## src/rtl/mem_cmd_ctrl_pkg.sv

```systemverilog
// -----------------------------------------------------------------------------
// mem_pkg
// Shared definitions for the memory command controller:
//   - default address/data widths and command FIFO depth
//   - controller state encoding (INIT zeroing pass, RUN servicing requests)
//   - packed command record {wr_rdn, addr, data} at the default widths
//   - helper returning the packed command width for arbitrary widths
// -----------------------------------------------------------------------------
package mem_pkg;

  localparam int MEM_AW         = 4;
  localparam int MEM_DW         = 8;
  localparam int MEM_FIFO_DEPTH = 4;

  typedef enum logic {
    INIT = 1'b0,
    RUN  = 1'b1
  } mem_state_e;

  typedef struct packed {
    logic              wr_rdn;
    logic [MEM_AW-1:0] addr;
    logic [MEM_DW-1:0] data;
  } mem_cmd_t;

  // Width of a packed {wr_rdn, addr, data} command for the given field widths.
  function automatic int mem_cmd_w(input int aw, input int dw);
    return 1 + aw + dw;
  endfunction

endpackage

```

## src/rtl/mem_cmd_fifo.sv

```systemverilog
// -----------------------------------------------------------------------------
// mem_cmd_fifo
// Synchronous in-order command FIFO.
// Ports:
//   clk      in   clock, all logic on posedge
//   rst      in   synchronous active-high reset; empties the FIFO
//   i_push   in   write i_din at this edge (ignored when full)
//   i_din    in   W-bit command
//   i_pop    in   retire the head entry at this edge (ignored when empty)
//   o_head   out  oldest entry (valid while !o_empty)
//   o_full   out  no free entries
//   o_empty  out  no stored entries
// Pointers carry one extra wrap bit so full and empty are distinguishable
// without a separate occupancy counter.
// -----------------------------------------------------------------------------
module mem_cmd_fifo
  import mem_pkg::*;
#(
  parameter int W     = mem_cmd_w(MEM_AW, MEM_DW),
  parameter int DEPTH = MEM_FIFO_DEPTH
) (
  input  logic         clk,
  input  logic         rst,
  input  logic         i_push,
  input  logic [W-1:0] i_din,
  input  logic         i_pop,
  output logic [W-1:0] o_head,
  output logic         o_full,
  output logic         o_empty
);

  localparam int PW = $clog2(DEPTH);

  logic [PW:0]  r_wr_ptr;
  logic [PW:0]  r_rd_ptr;
  logic [W-1:0] r_buf [DEPTH];

  logic w_do_push;
  logic w_do_pop;

  // Full: same slot index, opposite lap. Empty: identical pointers.
  assign o_full  = (r_wr_ptr[PW] != r_rd_ptr[PW]) &&
                   (r_wr_ptr[PW-1:0] == r_rd_ptr[PW-1:0]);
  assign o_empty = (r_wr_ptr == r_rd_ptr);
  assign o_head  = r_buf[r_rd_ptr[PW-1:0]];

  assign w_do_push = i_push && !o_full;
  assign w_do_pop  = i_pop && !o_empty;

  always_ff @(posedge clk) begin
    if (rst) begin
      r_wr_ptr <= '0;
      r_rd_ptr <= '0;
    end else begin
      if (w_do_push) r_wr_ptr <= r_wr_ptr + (PW+1)'(1);
      if (w_do_pop)  r_rd_ptr <= r_rd_ptr + (PW+1)'(1);
    end
  end

  // Storage holds data only; occupancy is defined by the pointers.
  always_ff @(posedge clk) begin
    if (w_do_push) r_buf[r_wr_ptr[PW-1:0]] <= i_din;
  end

endmodule

```

## src/rtl/mem_cmd_ctrl.sv

```systemverilog
// -----------------------------------------------------------------------------
// mem_cmd_ctrl
// Memory-side consumer of the request bus. Requests are queued in an in-order
// command FIFO and executed one per cycle against a (2**AW) x DW register
// array. Read results leave through a stallable output register with a
// valid/ready handshake. After reset an INIT pass zeroes the whole array.
// Ports:
//   clk        in   clock
//   rst        in   synchronous active-high reset
//   req_valid  in   request present on wr_rdn/addr/in_data
//   req_ready  out  request accepted when req_valid && req_ready
//   wr_rdn     in   1 = write, 0 = read
//   addr       in   AW-bit target address
//   in_data    in   DW-bit write data
//   out_data   out  last read result
//   rd_valid   out  out_data holds an unconsumed result
//   rd_ready   in   consumer takes the result when rd_valid && rd_ready
//   init_done  out  INIT pass finished
// -----------------------------------------------------------------------------
module mem_cmd_ctrl
  import mem_pkg::*;
#(
  parameter int AW         = MEM_AW,
  parameter int DW         = MEM_DW,
  parameter int FIFO_DEPTH = MEM_FIFO_DEPTH
) (
  input  logic          clk,
  input  logic          rst,
  input  logic          req_valid,
  output logic          req_ready,
  input  logic          wr_rdn,
  input  logic [AW-1:0] addr,
  input  logic [DW-1:0] in_data,
  output logic [DW-1:0] out_data,
  output logic          rd_valid,
  input  logic          rd_ready,
  output logic          init_done
);

  localparam int CW = mem_cmd_w(AW, DW);
  localparam int NW = 2**AW;

  typedef struct packed {
    logic          wr_rdn;
    logic [AW-1:0] addr;
    logic [DW-1:0] data;
  } cmd_t;

  mem_state_e    r_state;
  logic [AW-1:0] r_init_cnt;
  logic          r_init_done;
  logic          r_rd_valid;
  logic [DW-1:0] r_out_data;
  logic [DW-1:0] r_mem [NW];

  cmd_t          w_push_cmd;
  cmd_t          w_head;
  logic          w_full;
  logic          w_empty;
  logic          w_push;
  logic          w_pop;
  logic          w_pop_wr;
  logic          w_pop_rd;
  logic          w_run;

  assign w_run     = (r_state == RUN);

  // Ready comes from registered state only, never from req_valid.
  assign req_ready = w_run && !w_full;
  assign w_push    = req_valid && req_ready;

  assign w_push_cmd = {wr_rdn, addr, in_data};

  // Writes always retire; reads retire only when the output slot is free or
  // being drained this same edge. A stalled read blocks everything behind it.
  assign w_pop_wr = w_run && !w_empty && w_head.wr_rdn;
  assign w_pop_rd = w_run && !w_empty && !w_head.wr_rdn &&
                    (!r_rd_valid || rd_ready);
  assign w_pop    = w_pop_wr || w_pop_rd;

  mem_cmd_fifo #(
    .W     (CW),
    .DEPTH (FIFO_DEPTH)
  ) u_fifo (
    .clk     (clk),
    .rst     (rst),
    .i_push  (w_push),
    .i_din   (w_push_cmd),
    .i_pop   (w_pop),
    .o_head  (w_head),
    .o_full  (w_full),
    .o_empty (w_empty)
  );

  // Controller FSM: INIT walks every address once, then RUN until reset.
  always_ff @(posedge clk) begin
    if (rst) begin
      r_state     <= INIT;
      r_init_cnt  <= '0;
      r_init_done <= 1'b0;
    end else begin
      case (r_state)
        INIT: begin
          r_init_cnt <= r_init_cnt + AW'(1);
          if (r_init_cnt == '1) begin
            r_state     <= RUN;
            r_init_done <= 1'b1;
          end
        end
        RUN: begin
          r_state <= RUN;
        end
        default: begin
          r_state <= INIT;
        end
      endcase
    end
  end

  // Register array: zeroing pass owns the write port during INIT; the FIFO
  // is always empty then, so the two writers never collide.
  always_ff @(posedge clk) begin
    if (r_state == INIT) begin
      r_mem[r_init_cnt] <= '0;
    end else if (w_pop_wr) begin
      r_mem[w_head.addr] <= w_head.data;
    end
  end

  // Output slot: a read pop refills it (keeping rd_valid high across
  // back-to-back reads); otherwise a completed handshake empties it.
  always_ff @(posedge clk) begin
    if (rst) begin
      r_rd_valid <= 1'b0;
      r_out_data <= '0;
    end else if (w_pop_rd) begin
      r_rd_valid <= 1'b1;
      r_out_data <= r_mem[w_head.addr];
    end else if (r_rd_valid && rd_ready) begin
      r_rd_valid <= 1'b0;
    end
  end

  assign rd_valid  = r_rd_valid;
  assign out_data  = r_out_data;
  assign init_done = r_init_done;

endmodule
```

## config.mk

```make
export PLATFORM = sky130hd
export DESIGN_NAME = mem_cmd_ctrl
export DESIGN_NICKNAME = d
export VERILOG_FILES = /design/src/rtl/mem_cmd_ctrl_pkg.sv /design/src/rtl/mem_cmd_fifo.sv /design/src/rtl/mem_cmd_ctrl.sv
export SDC_FILE = /design/constraint.sdc
export NUM_CORES = 1
export LEC_CHECK = 0
export CAP_MARGIN = 15
export CORE_AREA = 5 5 150 152
export DETAILED_ROUTE_END_ITERATION = 8
export DIE_AREA = 0 0 155 157
export DONT_BUFFER_PORTS = 1
export GPL_ROUTABILITY_DRIVEN = 0
export MAX_ROUTING_LAYER = met4
export PLACE_DENSITY = 0.61
export SETUP_SLACK_MARGIN = 0.2
export SYNTH_ARGS = -nofsm -noshare
export SYNTH_HDL_FRONTEND = slang
export SYNTH_HIERARCHICAL = 1
export SYNTH_SLANG_ARGS = --single-unit
```

## constraint.sdc

```tcl
create_clock -name clk -period 9.4 [get_ports clk]
set_clock_uncertainty 0.15 [all_clocks]
set_input_delay 0.94 -clock clk [delete_from_list [all_inputs] [get_ports clk]]
set_output_delay 0.94 -clock clk [all_outputs]
set_load 0.02 [all_outputs]
```

==> summary.md <==
| Metric | Value |
|---|---|
| PwrDens | `209 nW/um^2` |
| MaxCap Viol Count | `0` |
| Post-route ant nets | `0` |
| Synth Register Bits | `203` |
| Number of global-route vias before repair | `4134` |
| Fill count | `1806` |
| Relative slew slack | `37.6%` |
| Syn_area_per_cell | `18.9 sq um` |
| Cell family with most CP delay | `multiplexers` |
| Insertion delay to the later sink of the worst-skew pair | `0.48 ns` |
| WP data arrival | `3.51 ns` |
| PortBufs | `0` |
| R2R depth | `4` |
| Crit path cell chain | `mux4_2 > inv_1 > a32oi_1 > nor2_1` |
| Clock sinks | `203` |
| Avg WL per Cell | `21.3 um` |
| Initial antenna violation count | `0` |
| Fin crit share | `37.8%` |
| Post-CTS sizing | `0` |
| Clock power share | `42.7%` |
| CP Max Fanout | `35` |
| Largest family of logic cells by synthesized area | `multiplexers` |
| Slowest Stage Delay on Critical Path | `1.01 ns` |
| Placed wire-length estimate | `9950 um` |
| Congestion Overflow GR | `0` |
| Fmax achieved | `281 MHz` |
| Tmin final | `3.56 ns` |
| TritonRoute pass-1 iters | `4` |
| Logic pwr share | `4.0%` |
| Num CTS Buffers | `21` |
| Measured slew at the worst slew-check pin | `0.932 ns` |
| Switching pwr | `0.365 mW` |
| Final Max Tran Viols | `0` |
| CTS clk-pin slew, worst paths | `0.06 ns` |
| Multiplexer area fraction after synthesis | `14.7%` |
| Cell Area, Synth | `8070 sq um` |
| Reg power frac | `53.3%` |
| Hold Crit Depth | `1` |
| Crit path launch type | `register` |
| Root Buffer | `clkbuf_16` |
| YS warnings | `6` |
| CP max-delay cell | `mux4_2` |
| H-tree depth | `1` |
| RSZ-0062 raised after global routing | `no` |
| Post-Syn Instances | `428` |
| Area share of fa/ha/maj cells after synthesis | `0.930%` |
| Synth Area in Simple Gates | `4.63%` |
| Worst EP required | `9.36 ns` |
| Leakage | `2.80 nW` |
| CP Capture Type | `register` |
| FF-to-FF setup slack | `5.84 ns` |
| Critical path type | `reg2reg` |
| Number of synthesized flops with an enable pin | `180` |
| Sequential-to-total area share from yosys stat | `72.6%` |
| CTS tree | `yes` |
| Post-CTS setup buffers | `0` |
| Final TNS setup | `0 ns` |
| Synth Area in Compound Gates | `4.11%` |
| Switching part of the total power | `19.5%` |
| Via count | `3842` |
| Via density | `5.31` |
| # DRC | `0` |
| Share of cells above drive strength 1 | `17.1%` |
| Worst VDD drop | `120 uV` |
| Reg2reg end | `r_mem[6][5]` |
| First-pass GRT wire length | `24100 um` |
| Most common flop cell mapped by yosys | `edfxtp_1` |
| Clock Tree Buf Depth | `3` |
| Die Ht | `157 um` |
| Finish-stage setup viols | `0` |
| Post-CTS Hold Fix Bufs | `0` |
| Total Nets Final | `458` |
| Area grow syn2layout | `11.1%` |
| Initial core utilization | `38.7%` |
| Status | `finished, final reports clean` |
| HP Start | `rst` |
| Global-route usage over all layers | `13.2%` |
| CP Buf/Inv Count | `1` |
| I/O Pins | `28` |
| Largest net degree at the start of global routing | `36` |
| Synth cell types | `42` |
| Cell Rows | `53` |
| Ys async rst share | `0%` |
| HP Class | `in2reg` |
| Util after Layout | `42.9%` |
| Fin. Hold Viols | `0` |
| Internal power | `1.51 mW` |
| DIE WIDTH | `155 um` |
| Syn Nets | `451` |
| Final WL | `15400 um` |
| Die ar. | `24300 sq um` |
| Xor and xnor area share after synthesis | `0.976%` |
| Hold Path Sink | `u_fifo/r_wr_ptr[2]` |
| Iteration-0 DRC Markers | `206` |
| Core region area | `20900 sq um` |
| Diodes inserted | `0` |
## cells in the final DEF, fill, tap and decap left out, types with 9 or more instances in the layout
cell type  Yosys  routed
edfxtp_1     180     180
mux4_2        45      45
nor2_1        26      26
dfxtp_1       23      23
clkbuf_16      0      21
mux2i_1       17      17
and2_1        12      12
a31oi_1       10      10
inv_1          9       9
## through the flow
stage                     total power [mW]  setup slack (ns)  cells  area [sq um]  hold WS (ns)
after floorplan                       1.08              6.41    428          8070         0.344
after global placement                1.09              5.82    687          8310         0.357
after detailed placement              1.10              5.78    687          8310         0.376
after CTS                             1.90              5.76    724          8970         0.355
after global routing                  1.94              5.56    724          8970         0.355
final                                 1.87              5.84    724          8970         0.379
## state kept, by name (all words and copies together), names as in the netlist, named ones only
signal and count:
init_done 1, out_data 8, r_init_cnt 4, r_mem 128, r_state 1, rd_valid 1, u_fifo/r_buf 52, u_fifo/r_rd_ptr 3
u_fifo/r_wr_ptr 3
## cell type report
| class | instances | area, sq um | share of cell area, % |
|---|---|---|---|
| well taps | 275 | 344 | 3.84 |
| multi-input cells | 197 | 2040 | 22.8 |
| clock inverters | 6 | 82.6 | 0.921 |
| clock buffers | 31 | 583 | 6.50 |
| flip-flops and latches | 203 | 5870 | 65.4 |
| repair buffers | 2 | 15.0 | 0.167 |
| inverters | 10 | 37.5 | 0.418 |
## worst max path at each step
| stage | start | end | slack, ns | cells past startpoint |
|---|---|---|---|---|
| 6_report | register | r_mem[6][5] | 5.84 | 4 |
| 5_1_grt | register | r_mem[4][2] | 5.56 | 4 |
| 4_1_cts | register | r_mem[6][6] | 5.76 | 4 |
| 3_5_place_dp | register | r_mem[6][7] | 5.78 | 4 |
| 3_3_place_gp | register | r_mem[6][2] | 5.82 | 4 |
| 2_1_floorplan | register | r_mem[0][0] | 6.41 | 6 |
## logic make-up (layout without fill, tap and decap cells)
| kind of cell | Yosys count | in the layout |
|---|---|---|
| DFF | 203 | 203 |
| and+or+nand+nor | 72 | 72 |
| muxes | 62 | 62 |
| AOI/OAI and AO/OA | 48 | 48 |
| buffers and inverters | 28 | 49 |
| xor gates and xnor gates | 9 | 9 |
| adders and majority gates | 6 | 6 |
## worst reg2reg max path, stage by stage, from the launching register on
cell and delay (ns):
dfxtp_1 0.89, mux4_2 1.01, inv_1 0.22, a32oi_1 0.23
nor2_1 0.69
## metal layers
| metal | wire length (um) | vias to the layer above | share of wire [%] | global-route usage, % |
|---|---|---|---|---|
| met5 | 0 | - | 0 | - |
| met4 | 325 | 0 | 2.1 | 3.15 |
| met3 | 1020 | 25 | 6.6 | 3.71 |
| met2 | 7150 | 110 | 46 | 20.3 |
| met1 | 6910 | 1958 | 45 | 17.6 |
| li1 | - | 1749 | - | - |
## Yosys cell counts, types with 6 or more instances
| master | n | area [sq um] |
|---|---|---|
| edfxtp_1 | 180 | 5410 |
| mux4_2 | 45 | 1010 |
| nor2_1 | 26 | 97.6 |
| dfxtp_1 | 23 | 460 |
| mux2i_1 | 17 | 170 |
| and2_1 | 12 | 75.1 |
| a31oi_1 | 10 | 62.6 |
| inv_1 | 9 | 33.8 |
| a21o_1 | 8 | 60.1 |
| o22ai_1 | 8 | 50.1 |
| nand2_1 | 7 | 26.3 |
| ha_1 | 6 | 75.1 |
| nor3b_1 | 6 | 45.0 |
## power by group through the flow
stage | logic (mW) | clock network, mW | registers, mW
after global placement | 0.0745 | 0 | 1.02
after global routing | 0.0813 | 0.856 | 1.00
after detailed placement | 0.0759 | 0 | 1.02
final | 0.0750 | 0.800 | 1.00
after floorplan | 0.0661 | 0 | 1.01
after CTS | 0.0762 | 0.820 | 1.00
Note: power is estimated with default switching activity, not from simulation.
